$ cat src/rtl/fir_tap_loader_if.sv
// fir_tap_loader_if: coefficient stream from the host to the tap loader.
//
// Handshake: a word moves on a rising CLK edge where cfg_valid and cfg_ready
// are both high. The host may raise cfg_valid at any time and change
// cfg_data freely while cfg_ready is low. cfg_valid without cfg_ready is
// simply not a transfer. cfg_ready is not combinationally dependent on
// cfg_valid.
//
// Signals:
//   cfg_valid  host -> loader  cfg_data holds a coefficient
//   cfg_data   host -> loader  coefficient, TAP_W bits, index order 0 first
//   cfg_ready  loader -> host  loader accepts cfg_data this cycle
// Modports: master (host side), slave (loader side).
interface fir_tap_loader_if #(
  parameter int TAP_W = 32
);
  logic             cfg_valid;
  logic [TAP_W-1:0] cfg_data;
  logic             cfg_ready;

  modport master (output cfg_valid, output cfg_data, input cfg_ready);
  modport slave  (input cfg_valid, input cfg_data, output cfg_ready);
endinterface

$ cat src/rtl/fir_tap_loader.sv
// fir_tap_loader: loads a full tap set into FIR_Filter_Core.
//
// Coefficients arrive on the cfg stream in index order. Each one is presented
// to the core as a 3-cycle slot: two cycles with tap_Transfer high and one gap
// cycle, with tap_Index/tap_Value stable throughout. en_FIR is held low from
// the start of a load until a settle window after the last tap has passed, so
// the core never sees a mixed coefficient set while running.
//
// Optional feature (macro FIR_TAP_SHADOW_EN): a shadow copy of the last full
// tap set, which cfg_replay rewrites into the core without host traffic.
// Without the macro, cfg_replay is always an illegal command.
//
// Ports:
//   CLK, areset_n   clock (rising edge) and asynchronous active-low reset
//   user_en         host request to run the filter
//   cfg_start       pulse: begin loading a new tap set
//   cfg_replay      pulse: rewrite the core from the shadow store
//   cfg             coefficient stream (slave side of fir_tap_loader_if)
//   cfg_busy        high in every state except IDLE
//   cfg_done        pulse: load complete, filter re-enabled next cycle
//   cfg_err         pulse: illegal command, ignored
//   tap_Transfer, tap_Index, tap_Value, en_FIR   to the core
//   state_dbg       current FSM state (debug)
// IDX_W must satisfy 2**IDX_W >= NUM_TAPS; SETTLE_CYCLES must be >= 1.
module fir_tap_loader #(
  parameter int NUM_TAPS      = 16,
  parameter int TAP_W         = 32,
  parameter int IDX_W         = 4,
  parameter int SETTLE_CYCLES = 18
) (
  input  logic                    CLK,
  input  logic                    areset_n,
  input  logic                    user_en,
  input  logic                    cfg_start,
  input  logic                    cfg_replay,
  fir_tap_loader_if.slave         cfg,
  output logic                    cfg_busy,
  output logic                    cfg_done,
  output logic                    cfg_err,
  output logic                    tap_Transfer,
  output logic [IDX_W-1:0]        tap_Index,
  output logic signed [TAP_W-1:0] tap_Value,
  output logic                    en_FIR,
  output logic [2:0]              state_dbg
);

  localparam int CNT_W = (SETTLE_CYCLES > 1) ? $clog2(SETTLE_CYCLES) : 1;
  localparam logic [CNT_W-1:0] SETTLE_LOAD = CNT_W'(SETTLE_CYCLES - 1);
  localparam logic [IDX_W-1:0] LAST_IDX    = IDX_W'(NUM_TAPS - 1);

  typedef enum logic [2:0] {
    S_IDLE      = 3'd0,
    S_WAIT_DATA = 3'd1,
    S_DRIVE1    = 3'd2,
    S_DRIVE2    = 3'd3,
    S_GAP       = 3'd4,
    S_SETTLE    = 3'd5
  } state_t;

  state_t           state;
  logic [IDX_W-1:0] idx;
  logic [CNT_W-1:0] cnt;
  logic             replay;   // current pass is sourced from the shadow store

  assign state_dbg = state;

`ifdef FIR_TAP_SHADOW_EN
  logic             shadow_valid;
  logic [TAP_W-1:0] shadow [NUM_TAPS];

  // Shadow store has no reset; shadow_valid alone says whether it is usable.
  always_ff @(posedge CLK) begin
    if (state == S_WAIT_DATA && !replay && cfg.cfg_valid) begin
      shadow[idx] <= cfg.cfg_data;
    end
  end
`endif

  always_ff @(posedge CLK or negedge areset_n) begin
    if (!areset_n) begin
      state         <= S_IDLE;
      idx           <= '0;
      cnt           <= '0;
      replay        <= 1'b0;
      cfg.cfg_ready <= 1'b0;
      cfg_busy      <= 1'b0;
      cfg_done      <= 1'b0;
      cfg_err       <= 1'b0;
      tap_Transfer  <= 1'b0;
      tap_Index     <= '0;
      tap_Value     <= '0;
      en_FIR        <= 1'b0;
`ifdef FIR_TAP_SHADOW_EN
      shadow_valid  <= 1'b0;
`endif
    end else begin
      cfg_done <= 1'b0;
      cfg_err  <= 1'b0;

      case (state)
        S_IDLE: begin
          en_FIR <= user_en;
          // cfg_start takes priority over a simultaneous cfg_replay.
          if (cfg_start) begin
            state         <= S_WAIT_DATA;
            idx           <= '0;
            replay        <= 1'b0;
            cfg_busy      <= 1'b1;
            cfg.cfg_ready <= 1'b1;
            en_FIR        <= 1'b0;
`ifdef FIR_TAP_SHADOW_EN
            shadow_valid  <= 1'b0;
`endif
          end else if (cfg_replay) begin
`ifdef FIR_TAP_SHADOW_EN
            if (shadow_valid) begin
              state    <= S_WAIT_DATA;
              idx      <= '0;
              replay   <= 1'b1;
              cfg_busy <= 1'b1;
              en_FIR   <= 1'b0;
            end else begin
              cfg_err <= 1'b1;
            end
`else
            cfg_err <= 1'b1;
`endif
          end
        end

        S_WAIT_DATA: begin
`ifdef FIR_TAP_SHADOW_EN
          if (replay) begin
            // Replay spends exactly one cycle here, keeping the 4-cycle pace.
            state        <= S_DRIVE1;
            tap_Transfer <= 1'b1;
            tap_Index    <= idx;
            tap_Value    <= shadow[idx];
          end else
`endif
          if (cfg.cfg_valid) begin
            state         <= S_DRIVE1;
            cfg.cfg_ready <= 1'b0;
            tap_Transfer  <= 1'b1;
            tap_Index     <= idx;
            tap_Value     <= cfg.cfg_data;
          end
        end

        S_DRIVE1: begin
          state <= S_DRIVE2;
        end

        S_DRIVE2: begin
          state        <= S_GAP;
          tap_Transfer <= 1'b0;
        end

        S_GAP: begin
          if (idx == LAST_IDX) begin
            state    <= S_SETTLE;
            cnt      <= SETTLE_LOAD;
            // With a one-cycle window the done pulse lands in the first
            // SETTLE cycle.
            cfg_done <= (SETTLE_CYCLES == 1);
`ifdef FIR_TAP_SHADOW_EN
            shadow_valid <= 1'b1;
`endif
          end else begin
            state         <= S_WAIT_DATA;
            idx           <= idx + IDX_W'(1);
            cfg.cfg_ready <= !replay;
          end
        end

        S_SETTLE: begin
          // cfg_done is registered so it is high in the cycle the counter
          // reads 0; the following edge returns to IDLE and re-enables.
          if (cnt == '0) begin
            state    <= S_IDLE;
            cfg_busy <= 1'b0;
            replay   <= 1'b0;
            en_FIR   <= user_en;
          end else begin
            cnt      <= cnt - CNT_W'(1);
            cfg_done <= (cnt == CNT_W'(1));
          end
        end

        default: begin
          state <= S_IDLE;
        end
      endcase

      // Commands while busy are rejected; the pass in progress is untouched.
      if (state != S_IDLE && (cfg_start || cfg_replay)) begin
        cfg_err <= 1'b1;
      end
    end
  end

endmodule

$ cat src/flat_wrapper.sv
// flat-port wrapper written by rule: the top's interface ports become plain ports
module fir_tap_loader_flat 
#(
  parameter int NUM_TAPS      = 16,
  parameter int TAP_W         = 32,
  parameter int IDX_W         = 4,
  parameter int SETTLE_CYCLES = 18
)
  (CLK, areset_n, user_en, cfg_start, cfg_replay, cfg_busy, cfg_done, cfg_err, tap_Transfer, tap_Index, tap_Value, en_FIR, state_dbg, cfg_cfg_valid, cfg_cfg_data, cfg_cfg_ready);
  fir_tap_loader_if #(.TAP_W(TAP_W)) cfg_i ();
  input  logic CLK;
  input  logic areset_n;
  input  logic user_en;
  input  logic cfg_start;
  input  logic cfg_replay;
  output logic cfg_busy;
  output logic cfg_done;
  output logic cfg_err;
  output logic tap_Transfer;
  output logic [IDX_W-1:0] tap_Index;
  output logic signed [TAP_W-1:0] tap_Value;
  output logic en_FIR;
  output logic [2:0] state_dbg;
  input wire logic [$bits(cfg_i.cfg_valid)-1:0] cfg_cfg_valid;
  input wire logic [$bits(cfg_i.cfg_data)-1:0] cfg_cfg_data;
  output wire logic [$bits(cfg_i.cfg_ready)-1:0] cfg_cfg_ready;
  assign cfg_i.cfg_valid = cfg_cfg_valid;
  assign cfg_i.cfg_data = cfg_cfg_data;
  assign cfg_cfg_ready = cfg_i.cfg_ready;
  fir_tap_loader #(.NUM_TAPS(NUM_TAPS), .TAP_W(TAP_W), .IDX_W(IDX_W), .SETTLE_CYCLES(SETTLE_CYCLES)) u_core (.CLK(CLK), .areset_n(areset_n), .user_en(user_en), .cfg_start(cfg_start), .cfg_replay(cfg_replay), .cfg(cfg_i), .cfg_busy(cfg_busy), .cfg_done(cfg_done), .cfg_err(cfg_err), .tap_Transfer(tap_Transfer), .tap_Index(tap_Index), .tap_Value(tap_Value), .en_FIR(en_FIR), .state_dbg(state_dbg));
endmodule
$ cat config.mk
export PLATFORM = sky130hd
export DESIGN_NAME = fir_tap_loader_flat
export DESIGN_NICKNAME = d
export VERILOG_FILES = /design/src/rtl/fir_tap_loader_if.sv /design/src/rtl/fir_tap_loader.sv /design/src/flat_wrapper.sv
export SDC_FILE = /design/constraint.sdc
export NUM_CORES = 1
export LEC_CHECK = 0
export CAP_MARGIN = 20
export CORE_MARGIN = 4
export CORE_UTILIZATION = 35
export CTS_BUF_LIST = sky130_fd_sc_hd__clkbuf_16
export DETAILED_ROUTE_END_ITERATION = 10
export PLACE_DENSITY_LB_ADDON = 0.1
export SYNTH_ARGS = -nofsm -noshare
export SYNTH_HDL_FRONTEND = slang
export SYNTH_SLANG_ARGS = --single-unit
export TNS_END_PERCENT = 1
$ cat constraint.sdc
create_clock -name CLK -period 3.9 [get_ports CLK]
set_input_delay 0.585 -clock CLK [delete_from_list [all_inputs] [get_ports CLK]]
set_output_delay 0.585 -clock CLK [all_outputs]
set_load 0.01 [all_outputs]
=== After elaboration in Yosys (flattened, before gate mapping) ===
Index checks and enable logic that the tools add are counted.

* Flip-flop bits (word level): 55
* Output and inout bits: 45
* Word-level logic and storage cells: 76

* Add/subtract/negate cells: 2
* Eq/ne operators: 13
* Mux-type cells: 30
* Reductions and logical operators: 19

{| class="wikitable"
|+ Operators with widths
! operator !! count
|-
| one-hot mux 3 bit (6 select lines) || 1
|-
| 2-to-1 mux 1 bit || 14
|-
| 2-to-1 mux 3 bit || 4
|-
| AND reduction 3 bit || 4
|-
| 2-to-1 mux 5 bit || 2
|-
| one-hot mux 5 bit (2 select lines) || 1
|-
| 2-to-1 mux 4 bit || 2
|-
| inequality test 2 bit (second input constant) || 4
|-
| one-hot mux 1 bit (2 select lines) || 4
|-
| one-hot mux 4 bit (2 select lines) || 1
|-
| nonzero test 2 bit || 4
|-
| equality test 3 x 2 -> 1 bit (second input constant) || 2
|-
| equality test 3 bit (second input constant) || 2
|-
| AND reduction 2 bit || 3
|-
| nonzero test 3 bit || 2
|-
| equality test 5 x 1 -> 1 bit (second input constant) || 1
|-
| logical NOT 5 bit || 1
|-
| subtractor 5 x 1 -> 5 bit (second input constant) || 1
|-
| adder 4 x 1 -> 4 bit (second input constant) || 1
|-
| equality test 4 bit (second input constant) || 1
|-
| inequality test 2 x 1 -> 1 bit (second input constant) || 2
|-
| AND reduction 4 bit || 1
|-
| equality test 3 x 1 -> 1 bit (second input constant) || 1
|-
| logical NOT 3 bit || 1
|-
| 4 further kinds || 4
|}

=== Longest topological paths before layout ===
Gate-level depths: netlist of the first run.

* Depth in word-level cells: 4
* Mapped depth: 5
* Depth with buffers taken out: 5

=== Least setup slack after synthesis of the first run ===
Ideal clock, no wire load.

* Path type: reg2reg
* From: reg u_core.cnt[0]
* To: reg u_core.cnt[3]
* Library setup time: 0.131 ns
* Data arrival time: 1.435 ns
* Data required time: 3.769 ns
* Path slack: 2.334 ns
* Stages on the path, launching flop included: 6
* Cell sequence: dfrtp_1 -> inv_1 -> ha_1 -> or4b_1 -> a41oi_1 -> o21ai_0

* Cells in the longest elaborated chain, start to end: 3
* Elaborated cells on any way between the ends: 6
* Classes of those cells: add/sub (1); eq/ne (1); mux (2); reduce/logical (2)

{| class="wikitable"
|+ RTL lines
! element !! RTL line !! text
|-
| start, declared || fir_tap_loader.sv:62 || <nowiki>logic [CNT_W-1:0] cnt;</nowiki>
|-
| start signal, assigned || fir_tap_loader.sv:185 || <nowiki>cnt <= cnt - CNT_W'(1);</nowiki>
|-
| subtractor 5 x 1 -> 5 bit / logical NOT 5 bit (equally long branches) || fir_tap_loader.sv:185, fir_tap_loader.sv:179 ||
|-
| 2-to-1 mux 5 bit / inequality test 2 bit (equally long branches) || - ||
|-
| one-hot mux 5 bit (2 select lines) / AND reduction 3 bit (equally long branches) || - ||
|}

Parallel ways exist; a longest one is shown, timed or not. The select of a mux whose other input is x is not followed.
A chain may end at the register's enable or synchronous reset.

=== Worst setup path after layout of the first run ===
* From: reg u_core.state[2], in the netlist u_core.state_dbg[2]
* To: out state_dbg[2]

{| class="wikitable"
|+ RTL lines
! element !! RTL line !! text
|-
| start, declared || fir_tap_loader.sv:60 || <nowiki>state_t state;</nowiki>
|-
| start signal, assigned || fir_tap_loader.sv:81 || <nowiki>state <= S_IDLE;</nowiki>
|-
| start signal, assigned || fir_tap_loader.sv:105 || <nowiki>state <= S_WAIT_DATA;</nowiki>
|-
| start signal, assigned || fir_tap_loader.sv:142 || <nowiki>state <= S_DRIVE1;</nowiki>
|-
| end, declared || flat_wrapper.sv:23 || <nowiki>output logic [2:0] state_dbg;</nowiki>
|}

No word-level cell between the ends.

==> impl_metrics.csv, run 1 <==
group,metric,value,unit
routing,dr.first_iter.drc_count,43,
setup_path,critPathKind,"reg -> out",
synthesis,synth.cell_area,2490,µm²
routing,post_drt_wl_per_cell,14.7,µm
setup_path,crit_buf_inv,1,
sta,finalCriticalPeriod,2.33,ns
clocking,tritoncts,"yes",
synthesis,synth_area_leaders,"dfrtp_1 (54%), mux2_4 (17%), mux2_2 (3.6%), buf_12 (2.4%), a21oi_1 (2.2%)",
setup_path,worst_setup_path_end_kind,"output pin",
clocking,htree_levels,2,
global_routing,grtUsageTotal,12.9,%
routing,wl,5.32,mm
synthesis,async_flop_share,100,%
routing,via_count,1715,
sta,setup_violations,0,
pwr,p_total,2.54,mW
routing,ant_nets,0,
place,routabilityCongestion,0.742,
place,dp_hpwl,3.84,mm
clocking,path_clk_slew,0.07,ns
global_routing,antenna_found_initial,0,
die,std_cell_rows,30,
setup_path,path_max_fanout,22,
cells_and_area,fin_area,3510,µm²
clocking,cts_sinks,54,
routing,route.detailed.vias_per_inst,4.74,
min_path,hold_class,"in -> async",
place,io_buffer_count,82,
setup_path,cp.arrival,1.75,ns
clocking,numCtsBuffers,5,
pwr,peakVddDrop,0.325,mV
setup_path,cpPeakStageDelay,0.79,ns
cells_and_area,drive_above_1_share,19.9,%
cells_and_area,areaGrowthSynthToFinish,40.6,%
die,ios,83,
routing,wl_met3,413,µm
routing,m1WireLength,2.57,mm
setup_path,crit_slowest_cell,"dfrtp_1",
synthesis,ys_ff_latch,54,
clocking,cts-resized-gates,0,
routing,dr.pass1.iters,4,
synthesis,ys_warn_count,0,
setup_path,crit_chain,"clkdlybuf4s50_1",
routing,drc,0,
sta,tns,0,ns
sta,maxSlewViolCount,0,
global_routing,grt_max_degree,33,
pwr,power_density,725,nW/µm²
global_routing,grt_pass1_wl,8.86,mm
die,core-area,6870,µm²
synthesis,yosysMostFrequentCell,"dfrtp_1",
clocking,hold_buffers,0,
synthesis,synth_nets,222,
cells_and_area,fill_cells,625,
setup_path,cp.required,3.31,ns
synthesis,synthCells,181,
global_routing,grt_overflow,0,
job,drv_cap,0,
synthesis,yosys_most_used_dff,"dfrtp_1",
clocking,cts_setup_buffers,0,
clocking,clkLatencyLatePin,0.29,ns
synthesis,synth_edf_count,0,
die,die_area,8540,µm²
place,dp_cells,354,
cells_and_area,antenna_cells,0,
sta,slew_headroom,53.2,%
outcome,status,"completed",
die,die_h,92.4,µm
setup_path,path_delay_family,"flip-flops",
pwr,p_leak,1.49,nW
synthesis,synth_area_leader_cell,"dfrtp_1",
synthesis,synth.top_cell.area_share,54.2,%
sta,fin_skew,0.00429,ns
sta,min_period_over_period,59.8,%
sta,max_freq,0.429,GHz
routing,wl_met2,2.28,mm
synthesis,synth_common_cells,"dfrtp_1 (54), mux2_4 (29), a21oi_1 (11)",
cells_and_area,instances_no_fill,362,
synthesis,syn_area_per_cell,13.8,µm²
global_routing,grt_pass1_vias,1711,
place,dpl_cell_area,3360,µm²
setup_path,cp-start-kind,"flop",
synthesis,ys_types,41,
cells_and_area,nets,306,
die,die_w,92.4,µm
sta,rsz0062_at_grt,"no",
synthesis,synth_seq_area_share,54.2,%
clocking,root_buffer,"clkbuf_16",
die,start_util,36.3,%
routing,top_layer_used,"met4",
sta,hold_viol,0,
clocking,cts_max_path_buffers,2,
sta,worst_slew_pin_slew,0.703,ns
sta,timing.hold.ws,0.341,ns
## sequential cells by signal (all words and copies together) (netlist names)
name,count
u_core.tap_Index,4
u_core.cfg.cfg_ready,1
u_core.state_dbg,3
u_core.tap_Transfer,1
u_core.idx,4
u_core.cnt,5
u_core.cfg_done,1
u_core.cfg_err,1
u_core.tap_Value,32
u_core.en_FIR,1
u_core.cfg_busy,1
## logic make-up (layout without fill, tap and decap cells)
logic type / after synthesis / after routing / share of synthesized area, %
simple gates: 42 / 42 / 10.6
compound gates: 32 / 32 / 7.83
mux: 39 / 39 / 21.9
fa+ha+maj: 3 / 3 / 1.51
buf+inv: 11 / 96 / 4.01
flops: 54 / 54 / 54.2
## cells in the final DEF (no fill, tap or decap), drive strengths merged, types with 2 or more instances in the layout
cell type	Yosys	layout
mux2	37	37
nand2	3	3
o21ai	9	9
or3	3	3
inv	3	3
ha	3	3
clkbuf	1	5
dfrtp	54	54
a21oi	11	11
o22ai	2	2
a41oi	2	2
mux2i	2	2
and3b	2	2
nand2b	4	4
nand3	7	7
nor3	4	4
nand3b	2	2
nor2	6	6
clkdlybuf4s50	0	81
clkinv	0	3
or3b	2	2
buf	7	4
## worst paths after layout
path / from / end / slack (ns) / cells after the start
setup / recovery: u_core.state_dbg[2] / state_dbg[2] / 1.57 / 1
hold / removal: areset_n / u_core.tap_Value[28] / 0.34 / 1
setup reg to reg: u_core.state_dbg[0] / u_core.tap_Value[29] / 1.72 / 4
hold reg to reg: u_core.tap_Value[8] / u_core.tap_Value[8] / 0.51 / 1
max in group asynchronous: areset_n / u_core.idx[0] / 2.79 / 2
min in group CLK: u_core.tap_Value[8] / u_core.tap_Value[8] / 0.51 / 1
## stage by stage
stage / setup slack, ns / utilization [%]
global route: 1.47 / 51.0
floorplan: 2.33 / -
detailed placement: 1.44 / 49.0
finish: 1.57 / 51.0
CTS: 1.57 / 51.0
global placement: 1.47 / 49.0
## final cells by class
class / count / area, µm² / area share [%]
Sequential cell: 54 / 1350 / 38.5
Multi-Input combinational cell: 116 / 1040 / 29.8
Tap cell: 96 / 120 / 3.43
Inverter: 3 / 11.3 / 0.321
Clock inverter: 3 / 16.3 / 0.464
Clock buffer: 5 / 125 / 3.57
Timing Repair Buffer: 85 / 838 / 23.9
## report_power, final
part | total, mW | switching [mW] | internal [mW] | leakage (nW)
logic | 1.16 | 0.402 | 0.755 | 0.760
clock network | 0.424 | 0.189 | 0.235 | 0.0689
registers | 0.962 | 0.179 | 0.783 | 0.665
## layer usage
| layer | global-route usage, % | vias up |
|---|---|---|
| met2 | 18.1 | 59 |
| met3 | 4.06 | 4 |
| met5 | 0 | - |
| met4 | 3.71 | 0 |
| met1 | 19.1 | 822 |
| li1 | - | 830 |
Power figures use the tool's default switching activity.
==> run 2, diff against run 1 <==
==> constraint.sdc (replaced) <==
create_clock -name CLK -period 2.4 [get_ports CLK]
set_input_delay 0.36 -clock CLK [delete_from_list [all_inputs] [get_ports CLK]]
set_output_delay 0.36 -clock CLK [all_outputs]
set_load 0.01 [all_outputs]
==> impl_metrics.csv, run 2 (synthesized netlist as in run 1, its figures left out) <==
group,metric,value,unit
cells_and_area,fill_cells,632,
pwr,p_total,4.21,mW
pwr,p_int,2.93,mW
cells_and_area,top_regs,"u_core.tap_Value: 32 flops, u_core.cnt: 5 flops",
setup_path,cp.arrival,1.52,ns
setup_path,critPathKind,"reg -> out",
setup_path,worst_setup_path_end_kind,"output pin",
place,io_buffer_count,82,
die,std_cell_rows,30,
clocking,cts_sinks,54,
sta,fin_skew,0.00745,ns
clocking,htree_levels,2,
global_routing,grt_max_degree,55,
die,core-area,6870,µm²
pwr,p_leak,1.52,nW
die,die_h,92.4,µm
clocking,tritoncts,"yes",
sta,max_freq,0.533,GHz
clocking,hold_buffers,0,
setup_path,crit_start,"u_core.state_dbg[1]",
sta,fin_ws,0.523,ns
clocking,clkLatencyLatePin,0.29,ns
global_routing,grt_pass1_wl,9.20,mm
global_routing,antenna_found_initial,0,
die,start_util,36.3,%
clocking,cts_setup_buffers,0,
setup_path,r2r_setup_slack,0.66,ns
die,die_area,8540,µm²
global_routing,grt_overflow,0,
setup_path,crit_buf_inv,1,
routing,route.detailed.vias_per_inst,4.77,
global_routing,grtUsageTotal,13.4,%
cells_and_area,areaGrowthSynthToFinish,43.0,%
cells_and_area,multiInputGateArea,1040,µm²
die,die_w,92.4,µm
place,dp_slack,0.392,ns
cells_and_area,antenna_cells,0,
setup_path,crit_slowest_cell,"clkdlybuf4s50_1",
die,ios,83,
cells_and_area,layout_commonest_cell,"clkdlybuf4s50_1",
place,dp_hpwl,3.86,mm
sta,setup_violations,0,
setup_path,path_delay_family,"buffers and inverters",
cells_and_area,drive_above_1_share,21.5,%
pwr,p_seq_share,35.8,%
cells_and_area,nets,310,
routing,post_drt_wl_per_cell,15.0,µm
place,routabilityCongestion,0.718,
setup_path,cp.required,2.04,ns
pwr,power_density,1180,nW/µm²
cells_and_area,regArea,1350,µm²
clocking,numCtsBuffers,5,
clocking,cts-resized-gates,0,
cells_and_area,largest_register,"u_core.tap_Value",
pwr,peakVddDrop,0.536,mV
pwr,switching_share,30.4,%
routing,wl,5.48,mm
setup_path,worstReg2RegEnd,"u_core.cnt[3]",
clocking,cts_max_path_buffers,2,
setup_path,r2r_cells,5,
sta,tns,0,ns
sta,rsz0062_at_grt,"no",
setup_path,r2r_start,"u_core.cnt[0]",
cells_and_area,largest_register_ffs,32,
sta,worst_slew_pin_slew,0.697,ns
setup_path,crit_chain,"clkdlybuf4s50_1",
min_path,hold_class,"in -> async",
routing,dr.pass1.iters,4,
place,dpl_cell_area,3420,µm²
pwr,combinationalPowerShare,47.3,%
sta,hold_viol,0,
pwr,p_sw,1.28,mW
clocking,path_clk_slew,0.07,ns
job,drv_cap,0,
routing,ant_nets,0,
cells_and_area,fin_area,3560,µm²
global_routing,grt_pass1_vias,1769,
routing,dr.first_iter.drc_count,30,
sta,finalCriticalPeriod,1.88,ns
pwr,p_clk_share,17.0,%
routing,via_count,1744,
setup_path,path_max_fanout,17,
cells_and_area,layout_common_cells,"clkdlybuf4s50_1 (81), dfrtp_1 (54), mux2_4 (29)",
sta,slew_headroom,53.6,%
sta,maxSlewViolCount,0,
sta,min_period_over_period,78.2,%
setup_path,cpPeakStageDelay,0.63,ns
outcome,status,"completed",
setup_path,cp-start-kind,"flop",
clocking,root_buffer,"clkbuf_16",
routing,drc,0,
==> run 2: power groups by stage <==
stage          Sequential, mW  Clock [mW]  Combinational, mW
6_report                 1.51       0.715               1.99
5_1_grt                  1.57       0.782               2.14
4_1_cts                  1.51       0.747               2.02
3_5_place_dp             1.53           0               2.01
3_3_place_gp             1.52           0               1.99
2_1_floorplan            1.66           0              0.950
==> run 2: area by class of cell <==
type	count	share of cell area, %
clock buffer	5	3.51
clock inverter	3	0.562
inverter	3	0.316
multi-input combinational	116	29.3
sequential	54	37.9
tap	96	3.37
timing repair buffer	89	25.1
==> run 2: routing by layer <==
layer	routed length, µm	vias to the layer above	track usage (%)
li1	-	839	-
met2	2370	60	19.2
met1	2610	840	19.2
met3	438	5	4.31
met5	0	-	0
met4	58	0	4.46
==> run 2: how the worst max path moves through the flow <==
| stage | depth (start not counted) | slack [ns] | to |
|---|---|---|---|
| after floorplan | 5 | 0.83 | u_core.cnt[3] |
| after global routing | 1 | 0.43 | state_dbg[1] |
| after CTS | 1 | 0.51 | state_dbg[1] |
| after detailed placement | 4 | 0.39 | u_core.tap_Value[24] |
| after global placement | 4 | 0.42 | u_core.tap_Value[22] |
| final | 1 | 0.52 | state_dbg[1] |
==> run 2: metrics by stage <==
step | hold slack [ns] | utilization, % | std cells
2_1_floorplan | 0.0644 | - | 181
3_3_place_gp | 0.488 | 49.8 | 358
3_5_place_dp | 0.492 | 49.8 | 358
4_1_cts | 0.223 | 51.9 | 366
5_1_grt | 0.263 | 51.9 | 366
6_report | 0.194 | 51.9 | 366
==> run 3, diff against run 2 <==
==> constraint.sdc (replaced) <==
create_clock -name CLK -period 1.78 [get_ports CLK]
set_input_delay 0.267 -clock CLK [delete_from_list [all_inputs] [get_ports CLK]]
set_output_delay 0.267 -clock CLK [all_outputs]
set_load 0.01 [all_outputs]
==> impl_metrics.csv, run 3 (synthesized netlist as in run 1, its figures left out) <==
group,metric,value,unit
sta,rsz0062_at_grt,"no",
cells_and_area,largest_register_ffs,32,
global_routing,grt_pass1_vias,1775,
clocking,tritoncts,"yes",
routing,dr.first_iter.drc_count,50,
cells_and_area,largest_register,"u_core.tap_Value",
die,die_w,92.4,µm
die,ios,83,
sta,hold_viol,0,
place,routabilityCongestion,0.761,
outcome,status,"completed",
clocking,htree_levels,2,
pwr,p_int,4.15,mW
clocking,clkLatencyLatePin,0.28,ns
sta,slew_headroom,78.3,%
sta,min_period_over_period,95.4,%
pwr,p_leak,1.57,nW
setup_path,cp-start-kind,"flop",
setup_path,r2r_setup_slack,0.18,ns
setup_path,crit_chain,"buf_4 -> clkdlybuf4s50_1",
cells_and_area,regArea,1350,µm²
sta,fin_skew,0.00490,ns
pwr,p_seq_share,34.5,%
global_routing,grt_pass1_wl,8.87,mm
global_routing,grt_max_degree,55,
setup_path,critPathKind,"reg -> out",
setup_path,cp.arrival,1.43,ns
sta,worst_slew_pin_slew,0.325,ns
setup_path,worstReg2RegEnd,"u_core.cnt[3]",
min_path,hold_class,"in -> async",
die,std_cell_rows,30,
pwr,peakVddDrop,0.667,mV
routing,route.detailed.vias_per_inst,4.76,
setup_path,crit_slowest_cell,"clkdlybuf4s50_1",
global_routing,antenna_found_initial,0,
clocking,path_clk_slew,0.07,ns
place,dp_hpwl,3.70,mm
setup_path,path_max_fanout,11,
pwr,p_sw,1.74,mW
routing,dr.pass1.iters,6,
pwr,combinationalPowerShare,46.5,%
die,core-area,6870,µm²
sta,tns,0,ns
pwr,p_clk_share,19.0,%
clocking,root_buffer,"clkbuf_16",
cells_and_area,top_regs,"u_core.tap_Value: 32 flops, u_core.cnt: 5 flops",
place,io_buffer_count,82,
cells_and_area,multiInputGateArea,1050,µm²
die,die_h,92.4,µm
routing,wl,5.39,mm
clocking,cts_max_path_buffers,2,
setup_path,cp.required,1.51,ns
pwr,power_density,1610,nW/µm²
die,die_area,8540,µm²
routing,post_drt_wl_per_cell,14.5,µm
sta,finalCriticalPeriod,1.70,ns
cells_and_area,areaGrowthSynthToFinish,46.8,%
sta,max_freq,0.589,GHz
setup_path,crit_start,"u_core.state_dbg[0]",
pwr,switching_share,29.5,%
cells_and_area,fin_area,3660,µm²
routing,via_count,1769,
sta,setup_violations,0,
cells_and_area,antenna_cells,0,
setup_path,r2r_cells,5,
cells_and_area,nets,316,
place,dpl_cell_area,3470,µm²
sta,maxSlewViolCount,0,
routing,drc,0,
cells_and_area,layout_commonest_cell,"clkdlybuf4s50_1",
clocking,cts_setup_buffers,0,
global_routing,grtUsageTotal,12.8,%
die,start_util,36.3,%
clocking,numCtsBuffers,5,
clocking,cts_sinks,54,
setup_path,worst_setup_path_end_kind,"output pin",
job,drv_cap,0,
cells_and_area,layout_common_cells,"clkdlybuf4s50_1 (81), dfrtp_1 (53), mux2_4 (29)",
cells_and_area,fill_cells,563,
setup_path,cpPeakStageDelay,0.55,ns
global_routing,grt_overflow,0,
cells_and_area,drive_above_1_share,23.9,%
routing,ant_nets,0,
setup_path,r2r_start,"u_core.cnt[1]",
-- run 3: cell types whose count changed in the layout (fill, tap and decap cells not counted), sizes merged --
cell         before  now
buf               8   13
bufinv            0    1
clkinvlp          1    0
dlygate4sd3       0    1
-- run 3: per-stage QoR --
| stage | worst slack, ns | hold slack [ns] | total power [mW] | util, % | instances |
|---|---|---|---|---|---|
| floorplan | 0.214 | -0.0286 | 3.52 | - | 181 |
| global placement | 0.123 | 0.293 | 4.77 | 50.5 | 363 |
| detailed placement | 0.121 | 0.289 | 4.79 | 50.5 | 363 |
| CTS | 0.0134 | 0.512 | 5.96 | 53.2 | 372 |
| global route | 0.0219 | 0.529 | 6.24 | 53.3 | 372 |
| finish | 0.0816 | 0.504 | 5.88 | 53.3 | 372 |
-- run 3: how the worst max path moves through the flow --
stage                           endpoint  slack (ns)  cells after the start
finish                      state_dbg[0]        0.08                      2
global route                state_dbg[0]        0.02                      2
CTS                         state_dbg[0]        0.01                      2
detailed placement   u_core.tap_Value[3]        0.12                      4
global placement    u_core.tap_Value[16]        0.12                      4
floorplan                  u_core.cnt[3]        0.21                      5
-- run 3: area by class of cell --
cell class	count	share of cell area, %
clock buffer	5	3.42
clock inverter	3	1.30
inverter	3	0.308
multi-input combinational	116	28.7
sequential	54	37.0
tap	96	3.28
timing repair buffer	95	26.1
-- run 3: repair_timing --
| action | in CTS | in global routing |
|---|---|---|
| resized for setup | 0 | 2 |
| hold buffers | 1 | 0 |
| endpoints found under the setup margin | 0 | 2 |
| hold endpoints to repair | 54 | 0 |
-- run 3: power groups by stage --
stage	Sequential, mW	Clock, mW	Combinational (mW)
after detailed placement	2.05	0	2.75
after floorplan	2.24	0	1.28
after global routing	2.10	1.21	2.93
after CTS	2.03	1.16	2.77
final	2.03	1.12	2.73
after global placement	2.05	0	2.72
-- run 3: routing by layer --
layer / part of all wire [%] / wire [µm] / track usage [%] / up-vias
met2: 40 / 2170 / 17.9 / 74
met5: 0 / 0 / 0 / -
li1: - / - / - / 852
met4: 1.2 / 66 / 3.96 / 0
met1: 50 / 2690 / 18.4 / 833
met3: 8.5 / 456 / 4.55 / 10
-- run 3: critical path, delay by kind of cell, from the launching register on --
kind / cells / cell delay, ns
buffers and inverters: 2 / 0.73
DFF: 1 / 0.41
